$ cat src/rtl/vrf_wb_arbiter.sv
// vrf_wb_arbiter
//   Per-lane write-back arbiter. It shares one VRF write port between the
//   load unit (src 0), slide unit (src 1) and mask unit (src 2). A round-robin
//   scheduler picks one requester per cycle into a one-entry output register.
//   The register can drain and refill in the same cycle, so throughput is one
//   write per cycle.
//
// Ports
//   clk_i, rst_i        clock, async active-high reset
//   src_req_i           per-source write request (held until granted)
//   src_addr/id/wdata/be_i  per-source write fields, packed by source index
//   src_gnt_o           one-hot single-cycle grant (comb)
//   vrf_req_o, vrf_addr/id/wdata/be_o  registered VRF write request
//   vrf_gnt_i           VRF accepts the current request
//   flush_i             drop the buffered write, suppress grants this cycle
//
// Optional build macro ARA_WB_ARB_PERF_EN
//   perf_grant_cnt_o    saturating 32-bit grant counter per source
//   perf_stall_cnt_o    saturating count of cycles with full & !vrf_gnt_i
module vrf_wb_arbiter #(
  parameter int NrSrc     = 3,
  parameter int AddrWidth = 10,
  parameter int DataWidth = 64,
  parameter int IdWidth   = 3,
  parameter int StrbWidth = DataWidth/8
) (
  input  logic                           clk_i,
  input  logic                           rst_i,
  input  logic [NrSrc-1:0]               src_req_i,
  input  logic [NrSrc*AddrWidth-1:0]     src_addr_i,
  input  logic [NrSrc*IdWidth-1:0]       src_id_i,
  input  logic [NrSrc*DataWidth-1:0]     src_wdata_i,
  input  logic [NrSrc*StrbWidth-1:0]     src_be_i,
  output logic [NrSrc-1:0]               src_gnt_o,
  output logic                           vrf_req_o,
  output logic [AddrWidth-1:0]           vrf_addr_o,
  output logic [IdWidth-1:0]             vrf_id_o,
  output logic [DataWidth-1:0]           vrf_wdata_o,
  output logic [StrbWidth-1:0]           vrf_be_o,
  input  logic                           vrf_gnt_i,
`ifdef ARA_WB_ARB_PERF_EN
  output logic [NrSrc*32-1:0]            perf_grant_cnt_o,
  output logic [31:0]                    perf_stall_cnt_o,
`endif
  input  logic                           flush_i
);

  localparam int PtrW = (NrSrc > 1) ? $clog2(NrSrc) : 1;

  logic            full_q;
  logic [PtrW-1:0] rr_q;
  logic [PtrW-1:0] win;
  logic            any_gnt;
  logic            slot_free;
  int              idx;

  assign slot_free = !full_q || vrf_gnt_i;
  assign vrf_req_o = full_q;

  // Scan sources starting at the pointer, wrapping; first requester wins.
  always_comb begin
    win       = '0;
    any_gnt   = 1'b0;
    idx       = 0;
    src_gnt_o = '0;
    if (slot_free && !flush_i && !rst_i) begin
      for (int k = 0; k < NrSrc; k++) begin
        idx = (int'(rr_q) + k) % NrSrc;
        if (!any_gnt && src_req_i[idx]) begin
          any_gnt = 1'b1;
          win     = PtrW'(idx);
        end
      end
    end
    if (any_gnt) src_gnt_o[win] = 1'b1;
  end

  // Flush has priority: the write in the slot is dropped, and since no grant
  // was issued this cycle nothing refills it.
  always_ff @(posedge clk_i or posedge rst_i) begin
    if (rst_i) begin
      full_q      <= 1'b0;
      rr_q        <= '0;
      vrf_addr_o  <= '0;
      vrf_id_o    <= '0;
      vrf_wdata_o <= '0;
      vrf_be_o    <= '0;
    end else if (flush_i) begin
      full_q <= 1'b0;
    end else if (any_gnt) begin
      full_q      <= 1'b1;
      rr_q        <= (win == PtrW'(NrSrc-1)) ? '0 : win + PtrW'(1);
      vrf_addr_o  <= src_addr_i [win*AddrWidth +: AddrWidth];
      vrf_id_o    <= src_id_i   [win*IdWidth   +: IdWidth];
      vrf_wdata_o <= src_wdata_i[win*DataWidth +: DataWidth];
      vrf_be_o    <= src_be_i   [win*StrbWidth +: StrbWidth];
    end else if (vrf_gnt_i) begin
      full_q <= 1'b0;
    end
  end

`ifdef ARA_WB_ARB_PERF_EN
  logic [NrSrc-1:0][31:0] grant_cnt_q;
  logic [31:0]            stall_cnt_q;

  for (genvar s = 0; s < NrSrc; s++) begin : g_gcnt
    always_ff @(posedge clk_i or posedge rst_i) begin
      if (rst_i)                                    grant_cnt_q[s] <= '0;
      else if (src_gnt_o[s] && grant_cnt_q[s] != '1) grant_cnt_q[s] <= grant_cnt_q[s] + 32'd1;
    end
  end

  always_ff @(posedge clk_i or posedge rst_i) begin
    if (rst_i)                                           stall_cnt_q <= '0;
    else if (full_q && !vrf_gnt_i && stall_cnt_q != '1) stall_cnt_q <= stall_cnt_q + 32'd1;
  end

  assign perf_grant_cnt_o = grant_cnt_q;
  assign perf_stall_cnt_o = stall_cnt_q;
`endif

`ifndef SYNTHESIS
  for (genvar s = 0; s < NrSrc; s++) begin : g_proto
    a_req_held : assert property (@(posedge clk_i) disable iff (rst_i)
      src_req_i[s] && !src_gnt_o[s] |=> src_req_i[s])
      else $error("src %0d dropped req without gnt", s);
    a_fields_stable : assert property (@(posedge clk_i) disable iff (rst_i)
      src_req_i[s] && !src_gnt_o[s] |=>
        $stable(src_addr_i [s*AddrWidth +: AddrWidth]) &&
        $stable(src_id_i   [s*IdWidth   +: IdWidth])   &&
        $stable(src_wdata_i[s*DataWidth +: DataWidth]) &&
        $stable(src_be_i   [s*StrbWidth +: StrbWidth]))
      else $error("src %0d changed fields while waiting", s);
  end
  a_vrf_gnt : assert property (@(posedge clk_i) disable iff (rst_i)
    vrf_gnt_i |-> vrf_req_o)
    else $error("vrf_gnt_i without vrf_req_o");
`endif

endmodule

$ cat config.mk
export PLATFORM = sky130hd
export DESIGN_NAME = vrf_wb_arbiter
export DESIGN_NICKNAME = d
export VERILOG_FILES = /design/src/rtl/vrf_wb_arbiter.sv
export SDC_FILE = /design/constraint.sdc
export NUM_CORES = 1
export LEC_CHECK = 0
export ABC_AREA = 1
export CAP_MARGIN = 20
export CORE_AREA = 2 2 137 139
export CTS_BUF_LIST = sky130_fd_sc_hd__clkbuf_4 sky130_fd_sc_hd__clkbuf_8 sky130_fd_sc_hd__clkbuf_16
export CTS_CLUSTER_SIZE = 8
export DETAILED_ROUTE_END_ITERATION = 16
export DIE_AREA = 0 0 139 141
export PLACE_DENSITY = 0.74
export REMOVE_ABC_BUFFERS = 1
export SYNTH_ARGS = -nofsm -noshare
export SYNTH_HDL_FRONTEND = slang
export SYNTH_SLANG_ARGS = --single-unit
$ cat constraint.sdc
create_clock -name clk_i -period 2.55 [get_ports clk_i]
set_clock_uncertainty 0.15 [all_clocks]
set_input_delay 0.3825 -clock clk_i [delete_from_list [all_inputs] [get_ports clk_i]]
set_output_delay 0.3825 -clock clk_i [all_outputs]
set_load 0.02 [all_outputs]
==> results.txt <==
Post-route clock period utilization: 101.0%
Net switching power: 4.233 mW
Required time worst endpoint: 2020 ps
Detailed router's first-iteration violation count: 276
Final-layout fill cell count: 1726
Final hold vios: 0
Power share of the clock group: 14.0%
Setup CP Type: reg -> out
Boundary Pins: 351
Cell area after technology mapping: 5254 sq um
Endpoint kind of the worst setup timing path: primary output
Estimated wirelength of the detail-placed design: 15150 microns
Upper clock frequency limit: 388.1 MHz
Non-Filler Instances: 1396
Highest-utilization routing layer at the global route stage: met2
Global-route met1 utilization: 24.63%
Worst skew pair latency: 330 ps
Clock-pin slew of the registers on the worst-case setup and hold paths: 60 ps
Starting Density: 28.76%
Violated checks: setup timing
Run status: finished with violations
CORE AREA: 18270 sq um
Data arrival at the endpoint of the critical path: 2040 ps
Normalized max-slew margin: 61.40%
Share of total power in sequential cells: 24.4%
Global routing usage on met3: 4.314%
Mean Syn Cell Area: 6.551 sq um
Final total power: 10.15 mW
Vias per cell: 4.524
Commonest cells after routing, fill and taps aside: 384 x sky130_fd_sc_hd__nand2_1, 347 x sky130_fd_sc_hd__clkdlybuf4s50_1, 148 x sky130_fd_sc_hd__nor2_1, 87 x sky130_fd_sc_hd__dfrtp_1, 53 x sky130_fd_sc_hd__nand3_1
Synth Register Bits: 88
Number of nets still failing antenna checks after routing: 0
First-pass GRT wire length: 31170 microns
Fraction of final layout cells with drive strength greater than 1: 8.090%
Number of buffers on the longest clock path: 2
Routability congestion estimate from global placement: 0.8699
Area grow syn2layout: 86.02%
Peak VDD IR: 0.0005013 V
Classification of the worst-slack hold path: reg -> reg
Routed wire per std cell: 15.29 microns
Fin crit period: 2576 ps
Cell taking the most area after synthesis: sky130_fd_sc_hd__dfrtp_1
Post-detailed-routing wire length: 21340 microns
Die Span Y: 141 microns
Kind of launch point of the worst setup path: register
Number of buffers inserted during clock tree synthesis: 9
Post-route DRC violation count: 0
Placed insts: 1371
Cell types occupying the most area after synthesis: sky130_fd_sc_hd__dfrtp_1 42%, sky130_fd_sc_hd__nand2_1 28%, sky130_fd_sc_hd__nor2_1 11%, sky130_fd_sc_hd__nand3_1 5.7%, sky130_fd_sc_hd__nand3b_1 5.1%
Number of pins with negative max-slew slack in the final report: 0
TritonCTS sink count: 88
Total number of yosys warnings: 0
Worst Max-Slew Pin Slew: 579.0 ps
Part of the total power dissipated in combinational logic: 61.6%
Internal power contribution: 5.921 mW
Final-stage net count: 1424
Num rows: 50
Pre-Repair DR Iteration Count: 5
Cell count of the worst hold path: 2
Share of total power consumed by net switching: 41.69%
Total setup violations reported at the end of the flow: 3
Clock tree from TritonCTS: built
Global-route track usage on met2: 34.85%
Final Hold Slack: 358.6 ps
Top cell type's share of synthesized area: 41.91%
Slack of the critical path: -26.46 ps
Worst setup slack before clock tree synthesis: -436.9 ps
Number of antenna violations at the first check in global routing: 0
Overall routing resource usage: 19.91%
Die span in x: 139 microns
Vias in the first global route: 5889
Mapped Cells: 802
Number of H-tree branching levels: 3
Sequential area share after synthesis: 41.91%
Post-synth cell types: 19
Power density of the placed cells: 1039 nW/um^2
Leakage dissipation: 4.263 nW
Largest net degree at the start of global routing: 59
Max-capacitance violation count: 0
Setup total negative slack: -42.51 ps
Buffer cell driving the clock tree root: sky130_fd_sc_hd__clkbuf_16
Number of vias after detailed routing: 6315
N_diodes: 0
Worst Path Max Fanout: 4
Floorplan die area: 19600 sq um
Remaining global-route overflow: 0
# port buffers: 350
Most common library cell in the layout ignoring fill and taps: sky130_fd_sc_hd__nand2_1
Unrepaired setup endpoints after global routing: yes
FF-to-FF path depth: 14
## kinds of logic (layout without fill, tap and decap cells)
family	after synthesis	in the layout	share of synthesized area, %
compound gates	4	4	0.4762
fa+ha+maj	4	4	0.9526
flops	88	88	41.91
simple gates	644	644	50.54
buf+inv	62	422	6.120
## worst paths after layout
path	start	end	slack, ps
max	rr_q[1]	src_gnt_o[2]	-30
min	vrf_wdata_o[45]	vrf_wdata_o[45]	360
max reg2reg	rr_q[1]	vrf_wdata_o[59]	-10
min reg2reg	vrf_wdata_o[45]	vrf_wdata_o[45]	360
max in group asynchronous	rst_i	vrf_wdata_o[11]	1290
min in group asynchronous	rst_i	rr_q[0]	370
## routing by layer
layer | vias to the layer above | part of all wire (%)
li1 | 3188 | -
met1 | 2867 | 40
met2 | 229 | 51
met3 | 31 | 6.4
met4 | 0 | 2.1
met5 | - | 0
## cells in the mapped netlist
cell and count:
sky130_fd_sc_hd__nor3_1 1, sky130_fd_sc_hd__nand3_2 3, sky130_fd_sc_hd__buf_2 17, sky130_fd_sc_hd__ha_1 4, sky130_fd_sc_hd__o21ai_0 1, sky130_fd_sc_hd__nor2_1 150
sky130_fd_sc_hd__nand2_1 391, sky130_fd_sc_hd__nand3_1 60, sky130_fd_sc_hd__inv_2 5, sky130_fd_sc_hd__clkbuf_1 17, sky130_fd_sc_hd__o21ai_1 1, sky130_fd_sc_hd__o31ai_1 1
sky130_fd_sc_hd__o21bai_1 1, sky130_fd_sc_hd__nand3b_1 36, sky130_fd_sc_hd__buf_6 6, sky130_fd_sc_hd__nand4_1 3, sky130_fd_sc_hd__buf_4 6, sky130_fd_sc_hd__inv_1 11
sky130_fd_sc_hd__dfrtp_1 88
## sequential cells by signal, summed over array words and instances (netlist names)
register	cells
rr_q	2
vrf_addr_o	10
vrf_be_o	8
vrf_id_o	3
vrf_req_o	1
vrf_wdata_o	64
## critical path, stage by stage (launching register included)
cell and delay, ps:
sky130_fd_sc_hd__dfrtp_2 440, sky130_fd_sc_hd__ha_4 320, sky130_fd_sc_hd__buf_4 130, sky130_fd_sc_hd__nand3_2 80, sky130_fd_sc_hd__nand2_2 120, sky130_fd_sc_hd__nand3_4 80
sky130_fd_sc_hd__nand3_2 70, sky130_fd_sc_hd__nand3_2 110, sky130_fd_sc_hd__buf_4 160, sky130_fd_sc_hd__inv_2 70, sky130_fd_sc_hd__buf_6 120
## power by group through the flow
| stage | Combinational [mW] | Clock, mW | Sequential [mW] |
|---|---|---|---|
| floorplan | 2.10 | 0 | 3.31 |
| global placement | 5.68 | 0 | 2.46 |
| detailed placement | 5.74 | 0 | 2.50 |
| CTS | 5.98 | 1.47 | 2.49 |
| global route | 6.78 | 1.52 | 2.57 |
| finish | 6.26 | 1.42 | 2.48 |
## timing repair
item                       CTS  global route
pin swaps                    6             9
gates resized for setup     42            20
setup endpoints to repair   61            86
hold buffers                 0             0
cloned                       0             5
buffers inserted             4             1
## through the flow
step | instance area, sq um | util [%]
after floorplan | 4992 | -
final | 9773 | 53.50
after global placement | 9117 | 49.91
after global routing | 9773 | 53.50
after CTS | 9569 | 52.38
after detailed placement | 9117 | 49.91
## layout make-up
cell class / instances / area (sq um) / share of cell area [%]
repair buffers: 391 / 4020 / 41.13
multi-input cells: 652 / 2872 / 29.38
flip-flops and latches: 88 / 2203 / 22.55
well taps: 234 / 292.8 / 2.996
clock buffers: 11 / 240.2 / 2.458
inverters: 16 / 75.07 / 0.7681
clock inverters: 4 / 70.07 / 0.7169
Note: power is estimated with default switching activity, not from simulation.
